**src/rtl/rom_loader.sv**
```systemverilog
// ============================================================================
// Module   : rom_loader
// Purpose  : Copies a combinational program ROM byte by byte into a writable
//            memory through a request/ack write port; holds busy until done.
// Revision : 1.0 - initial release
// ============================================================================
`default_nettype none

module rom_loader #(
  parameter logic [31:0] BASE_ADDRESS = 32'd0,
  parameter logic [31:0] MAX_BYTES    = 32'd4096
) (
  input  logic        clk,
  input  logic        rst_n,
  input  logic        start,
  output logic [31:0] rom_address,
  input  logic [7:0]  rom_byte,
  input  logic        rom_done,
  output logic [31:0] mem_address,
  output logic [7:0]  mem_data,
  output logic        mem_write_request,
  input  logic        mem_write_ack,
  output logic        busy,
  output logic        finished,
  output logic        error,
  output logic [31:0] byte_count
);

  typedef enum logic [1:0] {
    S_IDLE  = 2'd0,
    S_FETCH = 2'd1,
    S_WRITE = 2'd2,
    S_DONE  = 2'd3
  } state_t;

  state_t      r_state,       w_state;
  logic [31:0] r_rom_address, w_rom_address;
  logic [31:0] r_mem_address, w_mem_address;
  logic [7:0]  r_mem_data,    w_mem_data;
  logic        r_req,         w_req;
  logic        r_busy,        w_busy;
  logic        r_finished,    w_finished;
  logic        r_error,       w_error;
  logic [31:0] r_byte_count,  w_byte_count;
  logic        r_last,        w_last;
  logic        r_ok,          w_ok;   // completion kind carried into DONE
  logic [31:0] w_count_inc;

  assign w_count_inc = r_byte_count + 32'd1;

  always_comb begin
    w_state       = r_state;
    w_rom_address = r_rom_address;
    w_mem_address = r_mem_address;
    w_mem_data    = r_mem_data;
    w_req         = r_req;
    w_busy        = r_busy;
    w_finished    = r_finished;
    w_error       = r_error;
    w_byte_count  = r_byte_count;
    w_last        = r_last;
    w_ok          = r_ok;

    case (r_state)
      S_IDLE: begin
        if (start) begin
          w_rom_address = 32'd0;
          w_byte_count  = 32'd0;
          w_finished    = 1'b0;
          w_error       = 1'b0;
          w_busy        = 1'b1;
          w_state       = S_FETCH;
        end
      end
      S_FETCH: begin
        w_mem_data    = rom_byte;
        w_last        = rom_done;
        w_mem_address = BASE_ADDRESS + r_rom_address;
        w_req         = 1'b1;
        w_state       = S_WRITE;
      end
      S_WRITE: begin
        if (mem_write_ack) begin
          w_req        = 1'b0;
          w_byte_count = w_count_inc;
          if (r_last) begin
            w_ok    = 1'b1;
            w_state = S_DONE;
          end else if (w_count_inc == MAX_BYTES) begin
            w_ok    = 1'b0;
            w_state = S_DONE;
          end else begin
            w_rom_address = r_rom_address + 32'd1;
            w_state       = S_FETCH;
          end
        end
      end
      S_DONE: begin
        w_busy     = 1'b0;
        w_finished = r_ok;
        w_error    = ~r_ok;
        w_state    = S_IDLE;
      end
      default: w_state = S_IDLE;
    endcase
  end

  always_ff @(posedge clk or negedge rst_n) begin
    if (!rst_n) begin
      r_state       <= S_IDLE;
      r_rom_address <= 32'd0;
      r_mem_address <= 32'd0;
      r_mem_data    <= 8'd0;
      r_req         <= 1'b0;
      r_busy        <= 1'b0;
      r_finished    <= 1'b0;
      r_error       <= 1'b0;
      r_byte_count  <= 32'd0;
      r_last        <= 1'b0;
      r_ok          <= 1'b0;
    end else begin
      r_state       <= w_state;
      r_rom_address <= w_rom_address;
      r_mem_address <= w_mem_address;
      r_mem_data    <= w_mem_data;
      r_req         <= w_req;
      r_busy        <= w_busy;
      r_finished    <= w_finished;
      r_error       <= w_error;
      r_byte_count  <= w_byte_count;
      r_last        <= w_last;
      r_ok          <= w_ok;
    end
  end

  assign rom_address       = r_rom_address;
  assign mem_address       = r_mem_address;
  assign mem_data          = r_mem_data;
  assign mem_write_request = r_req;
  assign busy              = r_busy;
  assign finished          = r_finished;
  assign error             = r_error;
  assign byte_count        = r_byte_count;

endmodule

`default_nettype wire

```
**config.mk**
```make
export PLATFORM = sky130hd
export DESIGN_NAME = rom_loader
export DESIGN_NICKNAME = d
export VERILOG_FILES = /design/src/rtl/rom_loader.sv
export SDC_FILE = /design/constraint.sdc
export NUM_CORES = 1
export LEC_CHECK = 0
export ABC_CLOCK_PERIOD_IN_PS = 3200
export BUFFER_PORTS_ARGS = -buffer_cell sky130_fd_sc_hd__buf_2
export CORE_MARGIN = 2
export CORE_UTILIZATION = 50
export DETAILED_ROUTE_END_ITERATION = 8
export GPL_ROUTABILITY_DRIVEN = 0
export HOLD_SLACK_MARGIN = 0.06
export MAX_ROUTING_LAYER = met4
export PLACE_DENSITY_LB_ADDON = 0.12
export SYNTH_ARGS = -nofsm -noshare
export SYNTH_HDL_FRONTEND = slang
export SYNTH_SLANG_ARGS = --single-unit
```
**constraint.sdc**
```tcl
create_clock -name clk -period 3.2 [get_ports clk]
set_clock_uncertainty 0.1 [all_clocks]
set_input_delay 0.32 -clock clk [delete_from_list [all_inputs] [get_ports clk]]
set_output_delay 0.32 -clock clk [all_outputs]
set_load 0.005 [all_outputs]
```
==> metrics.log <==
[metrics] mux contribution to synthesized area: 0.0840
[metrics] final setup violation count: 0
[metrics] final HPWL from detailed placement: 10800 um
[metrics] Slew HR: 0.505
[metrics] crit path buf inv count: 1
[metrics] Post-synth top flop: sky130_fd_sc_hd__dfrtp_1
[metrics] final wirelength: 15500 um
[metrics] sum of internal, switching and leakage power: 3.82 mW
[metrics] y dimension of the die: 113 um
[metrics] overall global routing resource usage: 0.253
[metrics] kind of path behind the tightest hold check: in2reg
[metrics] share of post-route cells with drive strength above 1: 0.311
[metrics] count of maximum capacitance violations: 0
[metrics] Area growth syn-to-layout: 20.2%
[metrics] number of enable flip-flop cells after synthesis: 0
[metrics] largest fanout of any net on the critical path: 32
[metrics] remaining global-route overflow: 0
[metrics] count of standard-cell rows: 39
[metrics] first-pass GRT wire length: 25500 um
[metrics] post-layout min period: slightly above 3 ns
[metrics] netlist area before placement: 5990 um^2
[metrics] slew of the pin with the lowest slew margin: between 0.7 and 0.8 ns
[metrics] maximum number of pins on one net before global-route repair: 62
[metrics] Pwr Density: 530 nW/um^2
[metrics] Final Max Tran Viols: 0
[metrics] post-synthesis share of cell area spent on and, or, nand and nor gates: 0.206
[metrics] buffer levels on the longest clock path: 2
[metrics] launching element type of the critical path: register
[metrics] data arrival time at the worst-slack endpoint: 3.23 ns
[metrics] count of mapped cells out of synthesis: 623
[metrics] standard cell core area: 11600 um^2
[metrics] via count: 5472
[metrics] Vias per Instance: slightly above 6
[metrics] dominant combinational cell family by area after synthesis: simple AND/OR/NAND/NOR gates
[metrics] sequential cell area fraction in the yosys report: 0.468
[metrics] class of the most critical setup path: reg2reg
[metrics] period utilisation layout: 0.962
[metrics] final worst setup slack: 0.123 ns
[metrics] data required time at the worst endpoint: 3.35 ns
[metrics] count of input and output buffers: 120
[metrics] number of clock sinks seen by CTS: around 110
[metrics] starting utilization of the core area: 0.518
[metrics] count of antenna diodes in the layout: 0
[metrics] area share of xor/xnor cells in the synthesized design: 0.0102
[metrics] register bit total from synthesis: 112
[metrics] clock transition at the register clock pins on the worst setup and hold paths after CTS: 0.07 ns
[metrics] latest clock arrival within the worst-skew pair: 0.36 ns
[metrics] Max rail drop VDD: 385 uV
[metrics] antenna violations before repair: 0
[metrics] TritonRoute pass-1 iters: 5
[metrics] maximum clock rate: 325 MHz
[metrics] Final Hold Fails: 0
[metrics] status: finished clean
[metrics] Leak: between 3 and 4 nW
[metrics] critical path's slowest cell: sky130_fd_sc_hd__or4_4
[metrics] I/O pins: 121
[metrics] Iteration-0 DRC Markers: around 300
[metrics] area fraction in compound gates after synthesis: 0.187
[metrics] cell-by-cell trace of the critical path: ha_2, nand4_1, or4_4, or3_1, a221oi_2, and4_1, buf_12, nor4b_1, a211o_1
[metrics] share of flip-flops with an asynchronous set or reset after synthesis: 1.00
[metrics] Syn Nets: about 640
[metrics] via count of the first global-routing pass: 5179
[metrics] syn avg cell area: approximately 9.6 um^2
[metrics] TritonCTS clock tree: built
[metrics] element type at the critical path end: register
[metrics] DRT antenna net count: 0
[metrics] crit-path max cell delay: 0.55 ns
[metrics] adder-cell share of the synthesized area: 0.00627
[metrics] Routed wire per std cell: ~17 um
[metrics] Die Span X: about 110 um
[metrics] number of warnings printed during yosys synthesis: 0
[metrics] Setup Slack @ Placement: -0.00492 ns
[metrics] Cell variety after synth: 58
[metrics] # DRC: 0
[metrics] number of buffers created by CTS: 9
[metrics] CTS root buf: sky130_fd_sc_hd__clkbuf_16
[metrics] CP top delay family: simple AND/OR/NAND/NOR gates
[metrics] total die area: 12900 um^2
[metrics] nets@finish: 760
[metrics] final core occ: 0.622
[metrics] RSZ-0062 raised after global routing: no
[metrics] number of levels in the clock H-tree: 3
[metal layers]
metal / global-route usage / vias up / share of wire
met5: - / - / 0
met4: 0.108 / 0 / 0.018
met3: 0.0324 / 24 / 0.050
met2: 0.408 / 196 / 0.50
met1: 0.325 / 2694 / 0.43
li1: - / 2558 / -
[path summary, 6_finish.rpt]
check	from	end	slack (ns)	cells after the start
worst max-delay path	byte_count[0]$_DFFE_PN0P_	rom_address[20]$_DFFE_PN0P_	0.12	9
worst min-delay path	rom_done	r_last$_DFFE_PN0P_	0.09	2
worst max register to register	byte_count[0]$_DFFE_PN0P_	rom_address[20]$_DFFE_PN0P_	0.12	9
worst min register to register	mem_write_request$_DFFE_PN0P_	mem_write_request$_DFFE_PN0P_	0.39	2
max in group asynchronous	rst_n	byte_count[0]$_DFFE_PN0P_	1.77	3
min in group asynchronous	rst_n	mem_address[24]$_DFFE_PN0P_	0.44	2
[what timing repair did]
| action | 4_1_cts | 5_1_grt |
|---|---|---|
| resized for setup | 1 | 12 |
| setup buffers | 1 | 2 |
| hold buffers | 1 | 0 |
| endpoints found under the setup margin | 6 | 33 |
| hold endpoints to repair | 51 | 0 |
| pin swaps | 1 | 3 |
[area by class of cell]
type	instances	area [um^2]
multi-input cells	462	3010
well taps	143	179
flip-flops and latches	112	2810
inverters	6	22.5
clock buffers	13	270
fillers	995	4370
clock inverters	2	13.8
repair buffers	153	891
[report_power, final]
part | total, mW | leakage (nW) | switching, mW | internal, mW
sequential | 1.65 | 1.52 | 0.109 | 1.55
combinational | 1.06 | 1.83 | 0.641 | 0.421
clock | 1.10 | 0.142 | 0.511 | 0.589
total | 3.82 | 3.49 | 1.26 | 2.56
[kinds of logic after synthesis]
logic type | after synthesis
flops | 112
xor+xnor | 7
simple gates | 230
buf+inv | 49
compound gates | 177
fa+ha+maj | 3
mux | 45
[cells in the mapped netlist (2+ instances only)]
cell	instances	area share
sky130_fd_sc_hd__dfrtp_1	112	0.47
sky130_fd_sc_hd__o21ai_0	84	0.070
sky130_fd_sc_hd__nand2_1	73	0.046
sky130_fd_sc_hd__mux2_2	42	0.079
sky130_fd_sc_hd__nand3_1	39	0.033
sky130_fd_sc_hd__o31ai_1	33	0.041
sky130_fd_sc_hd__clkbuf_1	32	0.020
sky130_fd_sc_hd__nor2_1	22	0.014
sky130_fd_sc_hd__nand4_1	17	0.018
sky130_fd_sc_hd__a21oi_1	16	0.013
sky130_fd_sc_hd__and3_1	13	0.014
sky130_fd_sc_hd__nor3_1	10	0.0084
sky130_fd_sc_hd__a31oi_1	9	0.0094
sky130_fd_sc_hd__and2_1	8	0.0084
sky130_fd_sc_hd__or3_1	8	0.0084
sky130_fd_sc_hd__a21o_1	7	0.0088
sky130_fd_sc_hd__and4_1	7	0.010
sky130_fd_sc_hd__nand2b_1	7	0.0073
sky130_fd_sc_hd__inv_1	6	0.0038
sky130_fd_sc_hd__nor4_1	6	0.0063
sky130_fd_sc_hd__o41ai_1	6	0.0088
sky130_fd_sc_hd__xnor2_1	6	0.0088
sky130_fd_sc_hd__a22o_1	4	0.0058
sky130_fd_sc_hd__buf_2	4	0.0033
sky130_fd_sc_hd__buf_6	4	0.0075
sky130_fd_sc_hd__buf_4	3	0.0038
sky130_fd_sc_hd__ha_1	3	0.0063
sky130_fd_sc_hd__mux2i_1	3	0.0050
sky130_fd_sc_hd__nor4b_1	3	0.0044
sky130_fd_sc_hd__nor2b_1	2	0.0021
sky130_fd_sc_hd__nor4_2	2	0.0042
sky130_fd_sc_hd__o211ai_1	2	0.0025
sky130_fd_sc_hd__o21a_1	2	0.0025
sky130_fd_sc_hd__o41ai_2	2	0.0054
sky130_fd_sc_hd__or4_1	2	0.0025
sky130_fd_sc_hd__or4_4	2	0.0038
[layout by cell type (no fill, tap or decap), drive strengths merged, types with 7 or more instances in the layout]
master	n
dfrtp	112
nand2b	7
a21o	7
and4	7
buf	152
or3	8
a31oi	9
nand3	39
clkbuf	13
nor3	11
o21ai	85
and2	9
nand4	19
nand2	74
o31ai	33
nor4	9
o41ai	8
and3	13
nor2	22
mux2	42
a21oi	16
[metrics by stage]
stage	cells	hold slack (ns)	area (um^2)	setup TNS (ns)
after global routing	891	0.0854	7200	0
after CTS	889	0.0860	7130	0
after detailed placement	872	0.307	6820	-0.00492
after floorplan	623	-0.0756	5990	0
final	891	0.0862	7200	0
after global placement	872	0.297	6820	0
[sequential cells by signal, indices dropped and copies added, names as in the netlist]
| name | count |
|---|---|
| r_state | 2 |
| r_ok | 1 |
| rom_address | 32 |
| mem_data | 8 |
| error | 1 |
| finished | 1 |
| mem_write_request | 1 |
| mem_address | 32 |
| byte_count | 32 |
| r_last | 1 |
| busy | 1 |
Power figures use the tool's default switching activity.
